**src/rtl/addsub_pipe.sv**
```systemverilog
// Pipelined add/subtract unit with a valid/ready handshake on both sides.
// The arithmetic sits in front of stage 1; later stages only delay the result.
module addsub_pipe #(
  parameter int WIDTH  = 32,
  parameter int STAGES = 2
) (
  input  logic             clk,
  input  logic             rst,
  input  logic             in_valid,
  output logic             in_ready,
  input  logic [WIDTH-1:0] a,
  input  logic [WIDTH-1:0] b,
  input  logic [1:0]       mode,
  output logic             out_valid,
  input  logic             out_ready,
  output logic [WIDTH:0]   result,
  output logic             ovf,
  output logic             zero
);

  typedef struct packed {
    logic [WIDTH:0] res;
    logic           ovf;
    logic           zero;
  } payload_t;

  localparam logic [1:0] MODE_ADD  = 2'b00;
  localparam logic [1:0] MODE_SUB  = 2'b01;
  localparam logic [1:0] MODE_RSUB = 2'b10;
  localparam logic [1:0] MODE_ABS  = 2'b11;

  logic [WIDTH:0] sum_ext;
  logic [WIDTH:0] a_minus_b;
  logic [WIDTH:0] b_minus_a;
  logic           a_lt_b;
  logic           add_ovf;
  logic           sub_ab_ovf;
  logic           sub_ba_ovf;
  payload_t       calc;

  // One extra bit on every operation: its top bit is the carry or the borrow.
  assign sum_ext   = {1'b0, a} + {1'b0, b};
  assign a_minus_b = {1'b0, a} - {1'b0, b};
  assign b_minus_a = {1'b0, b} - {1'b0, a};
  assign a_lt_b    = a_minus_b[WIDTH];

  assign add_ovf    = (a[WIDTH-1] == b[WIDTH-1]) && (sum_ext[WIDTH-1]   != a[WIDTH-1]);
  assign sub_ab_ovf = (a[WIDTH-1] != b[WIDTH-1]) && (a_minus_b[WIDTH-1] != a[WIDTH-1]);
  assign sub_ba_ovf = (a[WIDTH-1] != b[WIDTH-1]) && (b_minus_a[WIDTH-1] != b[WIDTH-1]);

  always_comb begin
    calc.res  = '0;
    calc.ovf  = 1'b0;
    calc.zero = 1'b0;
    case (mode)
      MODE_ADD: begin
        calc.res = sum_ext;
        calc.ovf = add_ovf;
      end
      MODE_SUB: begin
        calc.res = a_minus_b;
        calc.ovf = sub_ab_ovf;
      end
      MODE_RSUB: begin
        calc.res = b_minus_a;
        calc.ovf = sub_ba_ovf;
      end
      MODE_ABS: begin
        // Top bit records that the operands were swapped to keep the value positive.
        calc.res = a_lt_b ? {1'b1, b_minus_a[WIDTH-1:0]} : {1'b0, a_minus_b[WIDTH-1:0]};
        calc.ovf = 1'b0;
      end
      default: begin
        calc.res = '0;
        calc.ovf = 1'b0;
      end
    endcase
    calc.zero = (calc.res[WIDTH-1:0] == '0);
  end

  logic [STAGES-1:0] valid_reg;
  logic [STAGES-1:0] stage_ready;
  logic [STAGES-1:0] up_valid;
  payload_t          pay_reg [STAGES];
  payload_t          up_pay  [STAGES];

  generate
    for (genvar gi = 0; gi < STAGES; gi++) begin : g_stage
      if (gi == 0) begin : g_first
        assign up_valid[gi] = in_valid;
        assign up_pay[gi]   = calc;
      end else begin : g_rest
        assign up_valid[gi] = valid_reg[gi-1];
        assign up_pay[gi]   = pay_reg[gi-1];
      end

      // A stage can load unless it and every stage after it are full and the consumer stalls.
      assign stage_ready[gi] = out_ready || !(&valid_reg[STAGES-1:gi]);

      always_ff @(posedge clk or posedge rst) begin
        if (rst) begin
          valid_reg[gi] <= 1'b0;
          pay_reg[gi]   <= '0;
        end else if (stage_ready[gi]) begin
          valid_reg[gi] <= up_valid[gi];
          if (up_valid[gi]) begin
            pay_reg[gi] <= up_pay[gi];
          end
        end
      end
    end
  endgenerate

  assign in_ready  = stage_ready[0];
  assign out_valid = valid_reg[STAGES-1];
  assign result    = pay_reg[STAGES-1].res;
  assign ovf       = pay_reg[STAGES-1].ovf;
  assign zero      = pay_reg[STAGES-1].zero;

endmodule

```
**config.mk**
```make
export PLATFORM = sky130hd
export DESIGN_NAME = addsub_pipe
export DESIGN_NICKNAME = d
export VERILOG_FILES = /design/src/rtl/addsub_pipe.sv
export SDC_FILE = /design/constraint.sdc
export NUM_CORES = 1
export LEC_CHECK = 0
export ABC_AREA = 1
export CAP_MARGIN = 0
export CELL_PAD_IN_SITES_DETAIL_PLACEMENT = 0
export CELL_PAD_IN_SITES_GLOBAL_PLACEMENT = 2
export CORE_ASPECT_RATIO = 0.75
export CORE_MARGIN = 2
export CORE_UTILIZATION = 32
export CTS_CLUSTER_DIAMETER = 40
export DETAILED_ROUTE_END_ITERATION = 12
export GPL_TIMING_DRIVEN = 0
export PLACE_DENSITY = 0.79
export SYNTH_ARGS = -nofsm -noshare
export SYNTH_HDL_FRONTEND = slang
export SYNTH_SLANG_ARGS = --single-unit
```
**constraint.sdc**
```tcl
create_clock -name clk -period 3 [get_ports clk]
set_input_delay 0.45 -clock clk [delete_from_list [all_inputs] [get_ports clk]]
set_output_delay 0.45 -clock clk [all_outputs]
set_load 0.1 [all_outputs]
```
**After elaboration in Yosys (flattened, before gate mapping)**

Index checks and enable logic that the tools add are counted.

- Register bits: 72

- Muxes and demuxes: 2
- Eq/ne operators: 8
- Add/sub/neg operators: 3
- Reductions and logical operators: 12

Operators by type and width:

| kind | count |
|---|---|
| $pmux W34 S4 | 1 |
| $sub A32 B32 Y33 | 2 |
| $add A32 B32 Y33 | 1 |
| $mux W33 | 1 |
| $logic_not A32 Y1 | 1 |
| $reduce_and A2 Y1 | 3 |
| $eq A2 B2 Y1 const B | 2 |
| $ne A1 B1 Y1 | 4 |
| $logic_and A1 B1 Y1 | 3 |
| $eq A2 B1 Y1 const B | 1 |
| $logic_not A1 Y1 | 2 |
| $logic_not A2 Y1 | 1 |
| $logic_or A1 B1 Y1 | 2 |
| $eq A1 B1 Y1 | 1 |

**Logic depth before layout (Yosys ltp)**

- Depth after elaboration: 5
- Mapped depth: 24
- Gate-level depth less buffers: 23

**Least setup slack after synthesis**

Ideal clock, no wire load.

- Kind: input -> register
- From: input a[0]
- To: register pay_reg[35] (netlist name)
- Required time: 2.934 ns
- Arrival: 2.480 ns
- Path slack: 0.454 ns
- Stages on the path: 22
- Path buffers: 1
- Library setup time: 0.066 ns
- Cell sequence: inv_1 -> ha_1 -> inv_1 -> fa_1 -> nand3_1 -> nand3_2 -> nand2_1 -> nand2_2 -> nand2_2 -> nand2_4 -> nand2_4 -> nand2_4 -> nand2_4 -> nand2_4 -> buf_6 -> nand3_2 -> nand2_1 -> nor2_1 -> nand3_1 -> nor2_1 -> nand3_1 -> nand2_1

- Longest elaborated chain between the ends: 4
- Elaborated cells between the ends (all ways): 6
- Classes of those cells: 3 x add/sub; 2 x mux; 1 x reduce/logical

RTL lines:

| what | RTL line | text |
|---|---|---|
| start: declaration | 11 | `input logic [WIDTH-1:0] a,` |
| $sub A32 B32 Y33 (on tied branches) | 43, 44 |  |
| $mux W33 | 70 | `calc.res = a_lt_b ? {1'b1, b_minus_a[WIDTH-1:0]} : {1'b0, a_minus_b[WIDTH-1:0]};` |
| $pmux W34 S4 (*) | 55 | `case (mode)` |
| $logic_not A32 Y1 (*) | 78 | `calc.zero = (calc.res[WIDTH-1:0] == '0);` |
| end signal: indexed assignment | 107 | `pay_reg[gi] <= up_pay[gi];` |
| end: declaration | 84 | `payload_t pay_reg [STAGES];` |

Mark *: on every way between the ends. The rest lies on a longest branch, timed or not.
A chain may end at the register's enable or synchronous reset.

**Worst setup path after layout**

- From: input b[28]
- To: register pay_reg[35] (netlist name)

- Longest elaborated chain between the ends: 4
- Elaborated cells between the ends (all ways): 6
- Classes of those cells: 3 x add/sub; 2 x mux; 1 x reduce/logical

RTL lines:

| what | RTL line | text |
|---|---|---|
| start: declaration | 12 | `input logic [WIDTH-1:0] b,` |
| $sub A32 B32 Y33 (on tied branches) | 43, 44 |  |
| $mux W33 | 70 |  |
| $pmux W34 S4 (*) | 55 |  |
| $logic_not A32 Y1 (*) | 78 |  |

Marked as above.

==> reports/results.txt <==
The run finished, with violations left. The final reports fail on setup timing. The class of the tightest hold or removal check was register to register.

Leading register cell type out of synthesis: sky130_fd_sc_hd__dfrtp_1. In the synthesized netlist, the number of instances is 1740. The share of flip-flops with an asynchronous set or reset after synthesis came out at 1.00. The number of maximum-capacitance constraint violations was 0; the first-pass GRT wire length was 67.4 mm. The number of endpoints failing setup at the final stage is 1. The tools report the final hold violation count as 0.

The tools report the clock net sink count as 72. Counting flops with a built-in enable in the synthesized netlist gives 0. Area share of the leading cell type in the synthesized netlist: 0.182. For the number of distinct library cells after synthesis, the log shows 49. The run gives 0 as the global route total overflow. The worst hold path begins at up_valid[1]. The share of the clock period used by the worst path after layout is 1.00, and the number of diodes added for antenna fixing is 0.

Root buffer selected by CTS: sky130_fd_sc_hd__clkbuf_16. For the worst hold slack, the log shows 484 ps. In this run the horizontal extent of the chip is 214 um. The storage element area is 1800 um2.

The die covers 34500 um2. For this block, the routed nets add up to 46.2 mm of wire. Along the worst path, the maximum fanout reaches 10.

Count of yosys warnings during synthesis: 0. Yosys attributes the largest share of cell area to sky130_fd_sc_hd__nand2_1 (18%), sky130_fd_sc_hd__dfrtp_1 (17%), sky130_fd_sc_hd__ha_1 (12%), sky130_fd_sc_hd__inv_1 (9.3%), sky130_fd_sc_hd__nand3_1 (6.6%). After synthesis the netlist holds a flip-flop and latch count of 72. The post-place instance area was 12200 um2. The number of cells on the worst reg-to-reg path is 5, and the area of the multi-input gates is 7880 um2. Counting instances, the worst hold path has a depth of 2. The worst-margin pin slew is 972 ps, and the pin count of the biggest net entering global routing is 73. The worst setup path is launched from a primary input. For the placeable core region, the log shows 32400 um2. The share of post-route cells with drive strength above 1 is 0.191. The number of iterations in the first detailed-routing pass is 6, and the clock buffer count from CTS is 9. Number of nets with antenna violations after routing: 0. Total global-route track usage: 0.266. The cell area that synthesis handed to floorplanning was 10600 um2. After floorplanning, the core was divided into 57 placement rows. The first routing iteration left 905 violations. For this design the top-level I/O count stands at 107. From bottom edge to top edge, the die measures 161 um. For this block, the via count after detailed routing is 11581. The run gives 505 uV as the worst supply voltage drop on vdd. After the last flow step, the layout net total stands at 2060. STA classifies the critical path endpoint as a register. Sequential-to-total area share from yosys stat: 0.171.

The critical path data required time was 3270 ps; the final HPWL from detailed placement was 39.1 mm. In this run the mean area of a mapped cell was 6.07 um2. Synthesis produced a netlist with a net count of 1911. The cell area after layout was 13700 um2. The area growth from synthesis to layout is 29.3%. For hold timing, the worst endpoint is out_valid. The number of global-route vias before repair was 10842. The final critical-path setup slack is -13.0 ps, and the wire length per cell is 19.8 um. The run gives 0.350 as the remaining max-slew budget at the tightest pin. The maximum single-stage delay on the critical path came out at 500 ps. The run gives 0 as the number of antenna violations at the first check in global routing. Overall power consumption after layout is estimated at 6450 uW.

Of all cell types, the one taking the most synthesized area is sky130_fd_sc_hd__nand2_1. Summed over all cells, the static leakage comes to 0.00725 uW. The initial core utilization is 0.326.

In this run the power density over the cells is 472 nW/um2. TritonCTS built the clock tree. Among all stages on the critical path, the largest delay is contributed by sky130_fd_sc_hd__clkdlybuf4s50_1. After clock tree synthesis, the flow added hold-fix buffers numbering 0. The tools report the maximum clock rate as 332 MHz.

Counting I/O delays and the setup requirement, the final critical path takes 3010 ps. Together, buffers and inverters on the worst path number 5. Setup repair after global routing could not meet its margin everywhere. Input and output buffers added on the ports amount to 106. The number of slew-limit violations in the final report is 0. The endpoint of the most critical register-to-register path is result[32]. The path type of the worst setup path was primary input to register. Family with the most delay on the worst path: simple AND/OR/NAND/NOR gates. STA puts the critical path data arrival time at 3280 ps. The flip-flop count of the largest register, all copies and words added is 35. Beginning of the worst register-to-register path: out_valid. At the end of routability-driven placement, the weighted congestion stood at 0.950. Across all register-to-register paths, the minimum setup slack is 1180 ps. The final clock skew was 7.89 ps. The most numerous cell type found on the critical path is sky130_fd_sc_hd__nand3_1.

The signal on the critical path passes through clkdlybuf4s50_1, ha_1, buf_6, nand2_4, nor2_4, nand2_2, inv_1, a21oi_4, buf_4, nand2_4, nand2_8, nand2_8, buf_8, nand3_1, nand3_1, nand2_2, nand3_1, nor2_1, nand3_1, nand2_1. The ratio of routed vias to standard cells was 4.96; the maximum buffer depth of the clock tree was 2. The clock latency on the worst-skew pair was 330 ps; the total number of H-tree levels was 3.

The run gives 0.421 as the final standard cell utilization of the core. The remaining routing DRC violations was 0. The clock-pin slew reported for the worst setup and hold paths after clock tree synthesis was 60 ps. The run gives 3609 as the layout filler cell count.
cell usage in the layout, fill, tap and decap left out, drive strengths merged, types with 3 or more instances in the layout:
cell type and instances:
nor3 12, nand2 546, nand3 149, clkbuf 25, mux2 22, inv 274
nand3b 4, dlymetal6s2s 43, a21oi 121, o211ai 5, clkdlybuf4s15 3, xor2 27
a21o 3, clkdlybuf4s50 53, o21ai 106, dfrtp 72, or2 5, fa 3
o21bai 7, ha 98, dlygate4sd2 6, nor2 168, nand4 23, buf 100
clkinv 5
how the worst max path moves through the flow:
stage                     start          end  slack [ps]  depth (start not counted)
after detailed placement   a[0]  pay_reg[35]       -1220                         22
after floorplan            a[0]  pay_reg[35]         450                         22
after global routing       b[6]  pay_reg[35]        -110                         21
after CTS                  a[5]  pay_reg[35]        -150                         23
after global placement     b[1]  pay_reg[35]       -1230                         20
final                     b[28]  pay_reg[35]         -10                         20
report_power, final:
| part | internal, uW | switching (uW) |
|---|---|---|
| clock | 562 | 410 |
| combinational | 1290 | 2850 |
| sequential | 1210 | 124 |
metal layers:
metal	vias to the layer above	GRT usage	share of wire
met1	5463	0.404	0.50
met5	-	0	0
li1	5746	-	-
met3	44	0.0303	0.059
met2	328	0.402	0.42
met4	0	0.0527	0.021
through the flow:
step                      instances  setup TNS (ps)  setup slack [ps]
final                          2336           -13.0             -13.0
after floorplan                1740               0               454
after CTS                      2317            -195              -146
after global routing           2336            -118              -109
after global placement         2288          -58560             -1230
after detailed placement       2288          -22770             -1220
final cells by class:
type / count / area share
tap: 442 / 0.0405
clock buffer: 10 / 0.0168
sequential: 72 / 0.132
inverter: 275 / 0.0763
buffer: 82 / 0.0507
clock inverter: 6 / 0.00321
timing repair buffer: 138 / 0.104
multi-input combinational: 1311 / 0.577
Yosys cell counts (13+ instances only):
library cell               instances
sky130_fd_sc_hd__buf_4            46
sky130_fd_sc_hd__inv_1           261
sky130_fd_sc_hd__nor2_1          152
sky130_fd_sc_hd__mux2_2           22
sky130_fd_sc_hd__ha_1             98
sky130_fd_sc_hd__nand2_2          21
sky130_fd_sc_hd__buf_6            18
sky130_fd_sc_hd__clkbuf_1         13
sky130_fd_sc_hd__nand3_1         139
sky130_fd_sc_hd__dfrtp_1          72
sky130_fd_sc_hd__nand4_1          23
sky130_fd_sc_hd__a21oi_1         116
sky130_fd_sc_hd__nand2_1         513
sky130_fd_sc_hd__xor2_1           27
sky130_fd_sc_hd__o21ai_0          98
repair_timing:
action                                  in CTS  in global routing
gates resized for setup                     92                187
pin swaps                                   15                 25
endpoints found under the setup margin      32                 27
gates cloned                                 0                  1
endpoints found under the hold margin        0                  0
buffers inserted                            13                 18
worst reg2reg max path, cell delays in order (launching register included):
cell	delay, ps
sky130_fd_sc_hd__dfrtp_1	340
sky130_fd_sc_hd__nand2_1	80
sky130_fd_sc_hd__nand2_1	100
sky130_fd_sc_hd__clkbuf_1	540
sky130_fd_sc_hd__clkbuf_1	470
sky130_fd_sc_hd__o21ai_0	140
logic make-up after synthesis:
kind of cell | share of synthesized area
buffers and inverters | 0.157
xor gates and xnor gates | 0.0240
DFF | 0.171
muxes | 0.0235
AOI/OAI and AO/OA | 0.127
and+or+nand+nor | 0.377
adders and majority gates | 0.122
(Power assumes the default switching activity.)
